### src/rtl/instr_pkg.sv
// instr_pkg
//   Definitions shared by the MIPS instruction encoder and decoder, so that both
//   agree on field widths, format codes and controller states.
//   Contents:
//     - field width constants (OP_W, REG_W, SHAMT_W, FUNC_W, IMM_W, TGT_W, WORD_W)
//     - fmt_e   : instruction format tag (R, I, J, illegal)
//     - state_e : burst controller states
package instr_pkg;

  localparam int OP_W    = 6;
  localparam int REG_W   = 5;
  localparam int SHAMT_W = 5;
  localparam int FUNC_W  = 6;
  localparam int IMM_W   = 16;
  localparam int TGT_W   = 26;
  localparam int WORD_W  = 32;

  typedef enum logic [1:0] {
    FMT_R   = 2'd0,
    FMT_I   = 2'd1,
    FMT_J   = 2'd2,
    FMT_BAD = 2'd3
  } fmt_e;

  typedef enum logic [1:0] {
    S_IDLE = 2'd0,
    S_RUN  = 2'd1,
    S_DONE = 2'd2
  } state_e;

endpackage

### src/rtl/instruction_pack.sv
// instruction_pack
//   Purely combinational packer: format tag plus decoded fields in, one 32-bit
//   MIPS instruction word out. Inverse of the instruction decoder.
//   Ports:
//     fmt      in  2   format tag (FMT_R / FMT_I / FMT_J / FMT_BAD)
//     op_code  in  6   opcode
//     Rs/Rt/Rd in  5   register fields
//     shift    in  5   shift amount
//     func     in  6   function code
//     imm      in  16  immediate
//     target   in  26  jump target
//     word     out 32  packed instruction (nop for an illegal format)
//     illegal  out 1   high when fmt is FMT_BAD
module instruction_pack
  import instr_pkg::*;
(
  input  logic [1:0]         fmt,
  input  logic [OP_W-1:0]    op_code,
  input  logic [REG_W-1:0]   Rs,
  input  logic [REG_W-1:0]   Rt,
  input  logic [REG_W-1:0]   Rd,
  input  logic [SHAMT_W-1:0] shift,
  input  logic [FUNC_W-1:0]  func,
  input  logic [IMM_W-1:0]   imm,
  input  logic [TGT_W-1:0]   target,
  output logic [WORD_W-1:0]  word,
  output logic               illegal
);

  always_comb begin
    // NOTE: every output gets a default before the case so no path can
    // leave it unassigned, which would infer a latch.
    word    = '0;
    illegal = 1'b0;
    case (fmt_e'(fmt))
      FMT_R:   word = {op_code, Rs, Rt, Rd, shift, func};
      FMT_I:   word = {op_code, Rs, Rt, imm};
      FMT_J:   word = {op_code, target};
      default: illegal = 1'b1;  // nop word, flag raised
    endcase
  end

endmodule

### src/rtl/instruction_encoder.sv
// instruction_encoder
//   Burst writer that packs decoded MIPS fields into instruction words and
//   writes them to consecutive word addresses of instruction memory.
//   Ports:
//     clk, reset             clock, synchronous active-high reset
//     start, base_addr,count burst request (honoured only in IDLE)
//     in_valid / in_ready    field-bundle handshake
//     fmt, op_code, Rs, Rt, Rd, shift, func, imm, target   field bundle
//     mem_we, mem_addr, mem_data   registered memory write port
//     busy                   high while in RUN
//     done                   one-cycle pulse at end of burst
//     err                    sticky illegal-format flag, cleared by start
module instruction_encoder
  import instr_pkg::*;
#(
  parameter int ADDR_W = 32,
  parameter int CNT_W  = 16
) (
  input  logic                clk,
  input  logic                reset,
  input  logic                start,
  input  logic [ADDR_W-1:0]   base_addr,
  input  logic [CNT_W-1:0]    count,
  input  logic                in_valid,
  output logic                in_ready,
  input  logic [1:0]          fmt,
  input  logic [OP_W-1:0]     op_code,
  input  logic [REG_W-1:0]    Rs,
  input  logic [REG_W-1:0]    Rt,
  input  logic [REG_W-1:0]    Rd,
  input  logic [SHAMT_W-1:0]  shift,
  input  logic [FUNC_W-1:0]   func,
  input  logic [IMM_W-1:0]    imm,
  input  logic [TGT_W-1:0]    target,
  output logic                mem_we,
  output logic [ADDR_W-1:0]   mem_addr,
  output logic [WORD_W-1:0]   mem_data,
  output logic                busy,
  output logic                done,
  output logic                err
);

  state_e              state_q, state_d;
  logic [ADDR_W-1:0]   addr_q, addr_d;
  logic [CNT_W-1:0]    remaining_q, remaining_d;
  logic                err_q, err_d;
  logic                mem_we_q, mem_we_d;
  logic [ADDR_W-1:0]   mem_addr_q, mem_addr_d;
  logic [WORD_W-1:0]   mem_data_q, mem_data_d;

  logic [WORD_W-1:0]   packed_word;
  logic                packed_illegal;
  logic                accept;

  instruction_pack u_pack (
    .fmt     (fmt),
    .op_code (op_code),
    .Rs      (Rs),
    .Rt      (Rt),
    .Rd      (Rd),
    .shift   (shift),
    .func    (func),
    .imm     (imm),
    .target  (target),
    .word    (packed_word),
    .illegal (packed_illegal)
  );

  // Ready depends only on controller state, never on in_valid.
  assign in_ready = (state_q == S_RUN) && (remaining_q != '0);
  assign accept   = in_valid && in_ready;

  always_comb begin
    state_d     = state_q;
    addr_d      = addr_q;
    remaining_d = remaining_q;
    err_d       = err_q;
    mem_we_d    = 1'b0;
    mem_addr_d  = mem_addr_q;
    mem_data_d  = mem_data_q;
    case (state_q)
      S_IDLE: begin
        if (start) begin
          // Word-align the burst base; masking keeps every input bit in use.
          addr_d      = base_addr & ~ADDR_W'(3);
          remaining_d = count;
          err_d       = 1'b0;
          state_d     = (count == '0) ? S_DONE : S_RUN;
        end
      end
      S_RUN: begin
        if (accept) begin
          mem_we_d    = 1'b1;
          mem_addr_d  = addr_q;
          mem_data_d  = packed_word;
          addr_d      = addr_q + ADDR_W'(4);  // wraps modulo 2^ADDR_W
          remaining_d = remaining_q - CNT_W'(1);
          if (packed_illegal) err_d = 1'b1;
          if (remaining_q == CNT_W'(1)) state_d = S_DONE;
        end
      end
      S_DONE:  state_d = S_IDLE;
      default: state_d = S_IDLE;
    endcase
  end

  always_ff @(posedge clk) begin
    // NOTE: sequential state uses non-blocking assignments so every flop
    // samples pre-edge values regardless of statement order.
    if (reset) begin
      state_q     <= S_IDLE;
      addr_q      <= '0;
      remaining_q <= '0;
      err_q       <= 1'b0;
      mem_we_q    <= 1'b0;
      mem_addr_q  <= '0;
      mem_data_q  <= '0;
    end else begin
      state_q     <= state_d;
      addr_q      <= addr_d;
      remaining_q <= remaining_d;
      err_q       <= err_d;
      mem_we_q    <= mem_we_d;
      mem_addr_q  <= mem_addr_d;
      mem_data_q  <= mem_data_d;
    end
  end

  assign mem_we   = mem_we_q;
  assign mem_addr = mem_addr_q;
  assign mem_data = mem_data_q;
  assign busy     = (state_q == S_RUN);
  assign done     = (state_q == S_DONE);
  assign err      = err_q;

endmodule

### config.mk
export PLATFORM = sky130hd
export DESIGN_NAME = instruction_encoder
export DESIGN_NICKNAME = d
export VERILOG_FILES = /design/src/rtl/instr_pkg.sv /design/src/rtl/instruction_pack.sv /design/src/rtl/instruction_encoder.sv
export SDC_FILE = /design/constraint.sdc
export NUM_CORES = 1
export LEC_CHECK = 0
export ABC_AREA = 1
export ABC_CLOCK_PERIOD_IN_PS = 2200
export BUFFER_PORTS_ARGS = -buffer_cell sky130_fd_sc_hd__buf_4
export CORE_MARGIN = 5
export CORE_UTILIZATION = 40
export CTS_BUF_LIST = sky130_fd_sc_hd__clkbuf_2
export DETAILED_ROUTE_END_ITERATION = 8
export PLACE_DENSITY = 0.66
export SLEW_MARGIN = 20
export SYNTH_ARGS = -nofsm -noshare
export SYNTH_HDL_FRONTEND = slang
export SYNTH_SLANG_ARGS = --single-unit
### constraint.sdc
create_clock -name clk -period 2.2 [get_ports clk]
set_clock_uncertainty 0.1 [all_clocks]
set_input_delay 0.44 -clock clk [delete_from_list [all_inputs] [get_ports clk]]
set_output_delay 0.44 -clock clk [all_outputs]
set_load 0.01 [all_outputs]
==> run metrics, run 1 <==
outcome completed; crit-path max FO 2; global route total overflow 0; drt pass-1 iters 5; Worst Setup End Kind primary output; Period minus WS final 2160 ps; number of global-route vias before repair around 7000; final net count 1374; routability cong. 0.928; WHS 61.4 ps; IO Pins 197; Mean Syn Cell Area ~6.3 um2; initial antenna violation count 1; Bufs on Longest Clock Path 2; mapped cell area just over 6000 um2; layout cells sized above 1 0.244; Starting Density 0.403; Cell Rows 45; predominant post-synthesis flop cell dfxtp_1; leakage power 3.98 nW; Max-Cap Viols 0; Pwr Density 592 nW/um2; Hold Path Class in2reg; FILL cells 1427; CTS H-tree depth 3; area leader, netlist dfxtp_1; final wirelength about 22000 um; Peak Freq 463 MHz; final number of max-transition violations 0; Area contributors post-synth dfxtp_1 (37%), nand2_1 (17%), nor2_1 (8.8%), nand3_1 (6.1%), a21oi_1 (4.9%); Inserted Clock Buffers 9; ys async rst share 0; maximum vdd drop 287 uV; actual slew at the worst max-slew pin 691 ps; area growth from synthesis to layout 49.5%; Post-synth EDFFs 0; Multi-input gate area 3390 um2; CP required 1660 ps; dpl hpwl 14700 um; Relative slew margins 0.539; Synth warnings 0; die height 133 um; GR Util All Layers 0.240; clock-pin slew on the worst setup and hold paths roughly 340 ps; clk sink count 112; placed instance area about 7800 um2; fin crit share 0.981; Detail Route Antenna Nets 0; Distinct cells, synth 35; # DRC 0; Final setup viols 0; DRT iter0 DRCs ~540; Clock Latency Late Sink 680 ps; count leader, synth nand2_1; CTS tree yes; root cell of the clock tree clkbuf_2; Startpoint Class register; IO buf count around 190; Worst EP arrival 1620 ps; global-route wire length before repair 34900 um; via count ~7200; Vias per Instance 5.01; synthesized instance count between 900 and 1000; final instance area 9020 um2; final hold violation count 0; Seq/Total Area, Yosys 0.371; Core Footprint about 15000 um2; top cells by count, synth nand2_1 (280), nor2_1 (142), dfxtp_1 (112); largest net degree at the start of global routing 53; Synth Register Bits 112; RSZ-0062 raised after global routing true; Horiz. Die Dim 133 um; die area about 18000 um2; area share of the largest cell type after synthesis 0.371; routed len/inst 15.0 um; storage element area 2260 um2; CP Class reg2out
-- state kept, by name, summed over array words and instances (netlist names) --
register and count:
addr_q 30, err 1, mem_addr 30, mem_data 32, mem_we 1, remaining_q 16
state_q 2
-- power by group --
group / leakage, nW / switching [mW] / internal [mW]
registers: 0.922 / 0.209 / 2.25
clock network: 0.0701 / 0.811 / 0.190
logic: 2.98 / 0.985 / 0.903
-- worst paths after layout --
path                                 startpoint         endpoint  slack, ps  depth (start not counted)
worst max-delay path            remaining_q[12]         in_ready         40                          5
worst min-delay path                  count[14]  remaining_q[14]         60                          4
worst max register to register   remaining_q[2]      mem_data[2]        220                          9
worst min register to register              err              err        370                          2
-- metal layers --
metal	track usage	share of wire	wire, um	vias to the layer above
met5	0	0	0	-
met4	0.0704	0.019	401	0
met3	0.0616	0.079	1700	24
met2	0.405	0.47	10200	245
met1	0.300	0.43	9190	3257
li1	-	-	-	3678
-- area by class of cell --
| cell class | instances | area share |
|---|---|---|
| inverters | 64 | 0.0266 |
| multi-input cells | 727 | 0.376 |
| diodes | 1 | 0.000277 |
| flip-flops and latches | 112 | 0.251 |
| well taps | 188 | 0.0261 |
| clock inverters | 7 | 0.00860 |
| repair buffers | 329 | 0.307 |
| clock buffers | 9 | 0.00499 |
-- placed cells by master (no fill, tap or decap), types with 2 or more instances in the layout --
master	instances
nand3b_1	7
o21bai_1	2
nor2_4	6
a221oi_1	16
nand4_1	4
dfxtp_1	99
xor2_1	3
nor3_1	4
clkinv_8	2
o21ai_1	32
nand3_1	74
nand2_1	278
inv_1	57
buf_4	229
ha_1	2
dfxtp_4	2
buf_12	5
conb_1	2
a21oi_1	58
nand2_2	4
nor2_1	136
a31oi_1	11
inv_2	7
or2_2	14
dfxtp_2	11
clkinv_4	2
clkbuf_2	9
nor2_2	4
nand2_4	2
o21ai_0	57
xnor2_1	3
dlygate4sd3_1	94
-- cell families after synthesis --
| kind of cell | count (synthesis) | share of synthesized area |
|---|---|---|
| xor gates and xnor gates | 6 | 0.00871 |
| other | 1 | 0.000621 |
| DFF | 112 | 0.371 |
| buffers and inverters | 115 | 0.0788 |
| adders and majority gates | 3 | 0.00622 |
| and+or+nand+nor | 535 | 0.368 |
| AOI/OAI and AO/OA | 181 | 0.166 |
-- worst max-delay path, cell delays in order, from the launching register on --
cell	delay [ps]
dfxtp_2	410
nor2_2	120
nand2_1	110
nor2_4	140
a21oi_2	60
buf_4	140
-- per-stage QoR --
| stage | utilization | setup TNS [ps] | total power [mW] | setup WS, ps | cells |
|---|---|---|---|---|---|
| 2_1_floorplan | - | 0 | 3.41 | 448 | 954 |
| 3_3_place_gp | 0.518 | 0 | 4.05 | 212 | 1310 |
| 3_5_place_dp | 0.518 | 0 | 4.06 | 174 | 1310 |
| 4_1_cts | 0.600 | -11.4 | 5.33 | -11.4 | 1432 |
| 5_1_grt | 0.603 | -60.2 | 5.68 | -60.1 | 1437 |
| 6_report | 0.603 | 0 | 5.35 | 42.5 | 1437 |
-- timing repair --
| action | 4_1_cts | 5_1_grt |
|---|---|---|
| buffers inserted | 14 | 3 |
| pin swaps | 7 | 1 |
| endpoints found under the setup margin | 2 | 2 |
| hold buffers | 93 | 1 |
| endpoints found under the hold margin | 67 | 1 |
| resized for setup | 32 | 1 |
No activity file was read; power rests on OpenSTA's default activity.
==> run 2, diff against run 1 <==
Settings changed: ABC_CLOCK_PERIOD_IN_PS 2200 to 1800, BUFFER_PORTS_ARGS -buffer_cell sky130_fd_sc_hd__buf_4 to not set, DONT_BUFFER_PORTS set to 1, PLACE_DENSITY 0.66 to 0.57.
Clock period 2.2 ns to 1.8 ns, I/O delays scaled along.
==> run 2 against run 1 <==
Compared with the run above: the flow now finishes with violations (setup timing); via count decreased by 1.0%; cell count is 6.7% lower; flip-flop and latch count stayed put; sequential power increased by 24%; count of clock-buffer cells in the layout did not move; register-to-register slack lost 420 ps; critical path depth rose by 2; die area unchanged; first-iteration DRC count down 10%; power rose by 33%; critical endpoint unchanged; largest cell class unchanged; largest power group unchanged; highest routed layer unchanged.
==> run metrics, run 2 (synthesis gave the netlist of run 1 again) <==
Peak Freq approximately 460 MHz; RSZ-0062 raised after global routing true; area growth from synthesis to layout 53.1%; dpl hpwl roughly 15000 um; Starting Density 0.403; WHS 33.9 ps; Bufs on Longest Clock Path 2; die height 133 um; Setup TNS -10780 ps; Vias per Instance 5.32; fin crit share 1.21; hold path startpoint fmt[1]; Cell Rows 45; DRT iter0 DRCs 484; CTS H-tree depth 3; routed len/inst 17.6 um; via count 7129; global route total overflow 0; CTS tree yes; outcome finished, violations left; Clock Latency Late Sink 630 ps; Max-Cap Viols 0; maximum vdd drop between 300 and 400 uV; crit-path max FO 2; final hold violation count 0; Pwr Density approximately 770 nW/um2; Horiz. Die Dim around 130 um; failing checks setup timing; initial antenna violation count 2; Inserted Clock Buffers 9; commonest non-fill, non-tap cell in the layout nand2_1; final instance area 9240 um2; root cell of the clock tree clkbuf_2; leakage power 3.71 nW; placed instance area around 6600 um2; Placed Cells ~1200; die area 17600 um2; crit path launch remaining_q[0]; number of global-route vias before repair 6799; CP Class reg2out; FF-to-FF Start remaining_q[0]; Startpoint Class register; Worst Setup End Kind primary output; final net count around 1300; final wirelength 23600 um; CP required 1340 ps; Core Footprint 15000 um2; GR Util All Layers 0.242; max reg flops 32; Period minus WS final ~2200 ps; actual slew at the worst max-slew pin between 600 and 700 ps; Relative slew margins 0.553; drt pass-1 iters 5; Hold Path Class in2reg; global-route wire length before repair 34900 um; total power between 7 and 8 mW; Detail Route Antenna Nets 0; largest net degree at the start of global routing 43; clk sink count 112; IO Pins 197; IO buf count 0; Worst EP arrival about 1700 ps; routability cong. 0.896; Final setup viols 112; # DRC 0; Final Non-Filler Cells 1341; final setup margin -385 ps; most frequent cells in the layout nand2_1 (261), dlygate4sd3_1 (135), nor2_1 (129), dfxtp_1 (93), nand3_1 (65); final number of max-transition violations 0; layout cells sized above 1 0.221; clock-pin slew on the worst setup and hold paths 300 ps
run 2: stage by stage:
| step | util | setup slack, ps |
|---|---|---|
| after floorplan | - | 48.4 |
| after global placement | 0.438 | 41.5 |
| after detailed placement | 0.438 | 16.6 |
| after CTS | 0.562 | -414 |
| after global routing | 0.617 | -484 |
| final | 0.617 | -385 |
run 2: layout make-up:
class	instances	area, um2
Clock inverter	6	60.1
Tap cell	188	235
Antenna cell	2	5.00
Sequential cell	112	2270
Timing Repair Buffer	233	2570
Multi-Input combinational cell	727	3780
Clock buffer	9	45.0
Fill cell	1334	5730
Inverter	64	269
run 2: worst max-delay path, cell delays in order, from the launching register on:
cell and delay, ps:
dfxtp_2 410, inv_2 50, ha_4 160, nand2_4 70, nor2_4 40, buf_6 110, a21oi_4 130, buf_6 120
run 2: what timing repair did:
item | 4_1_cts | 5_1_grt
pin swaps | 11 | 39
endpoints found under the setup margin | 21 | 112
hold buffers | 134 | 2
cloned | 4 | 10
setup buffers | 15 | 12
resized for setup | 53 | 159
endpoints found under the hold margin | 108 | 2
run 2: worst paths after layout:
| check | endpoint | slack (ps) | depth (start not counted) |
|---|---|---|---|
| max reg2reg | remaining_q[12] | -200 | 14 |
| min reg2reg | addr_q[31] | 410 | 2 |
| max | in_ready | -390 | 7 |
| min | err | 30 | 4 |
run 2: report_power, final:
part	total, mW	internal, mW	switching [mW]
Clock	1.19	0.311	0.882
Combinational	2.85	1.40	1.45
Sequential	3.05	2.75	0.298
Total	7.09	4.46	2.63
run 2: routing by layer:
layer	share of wire	vias to the layer above	track usage
li1	-	3502	-
met1	0.40	3309	0.285
met3	0.068	48	0.0559
met2	0.50	270	0.428
met4	0.027	0	0.0895
met5	0	-	0
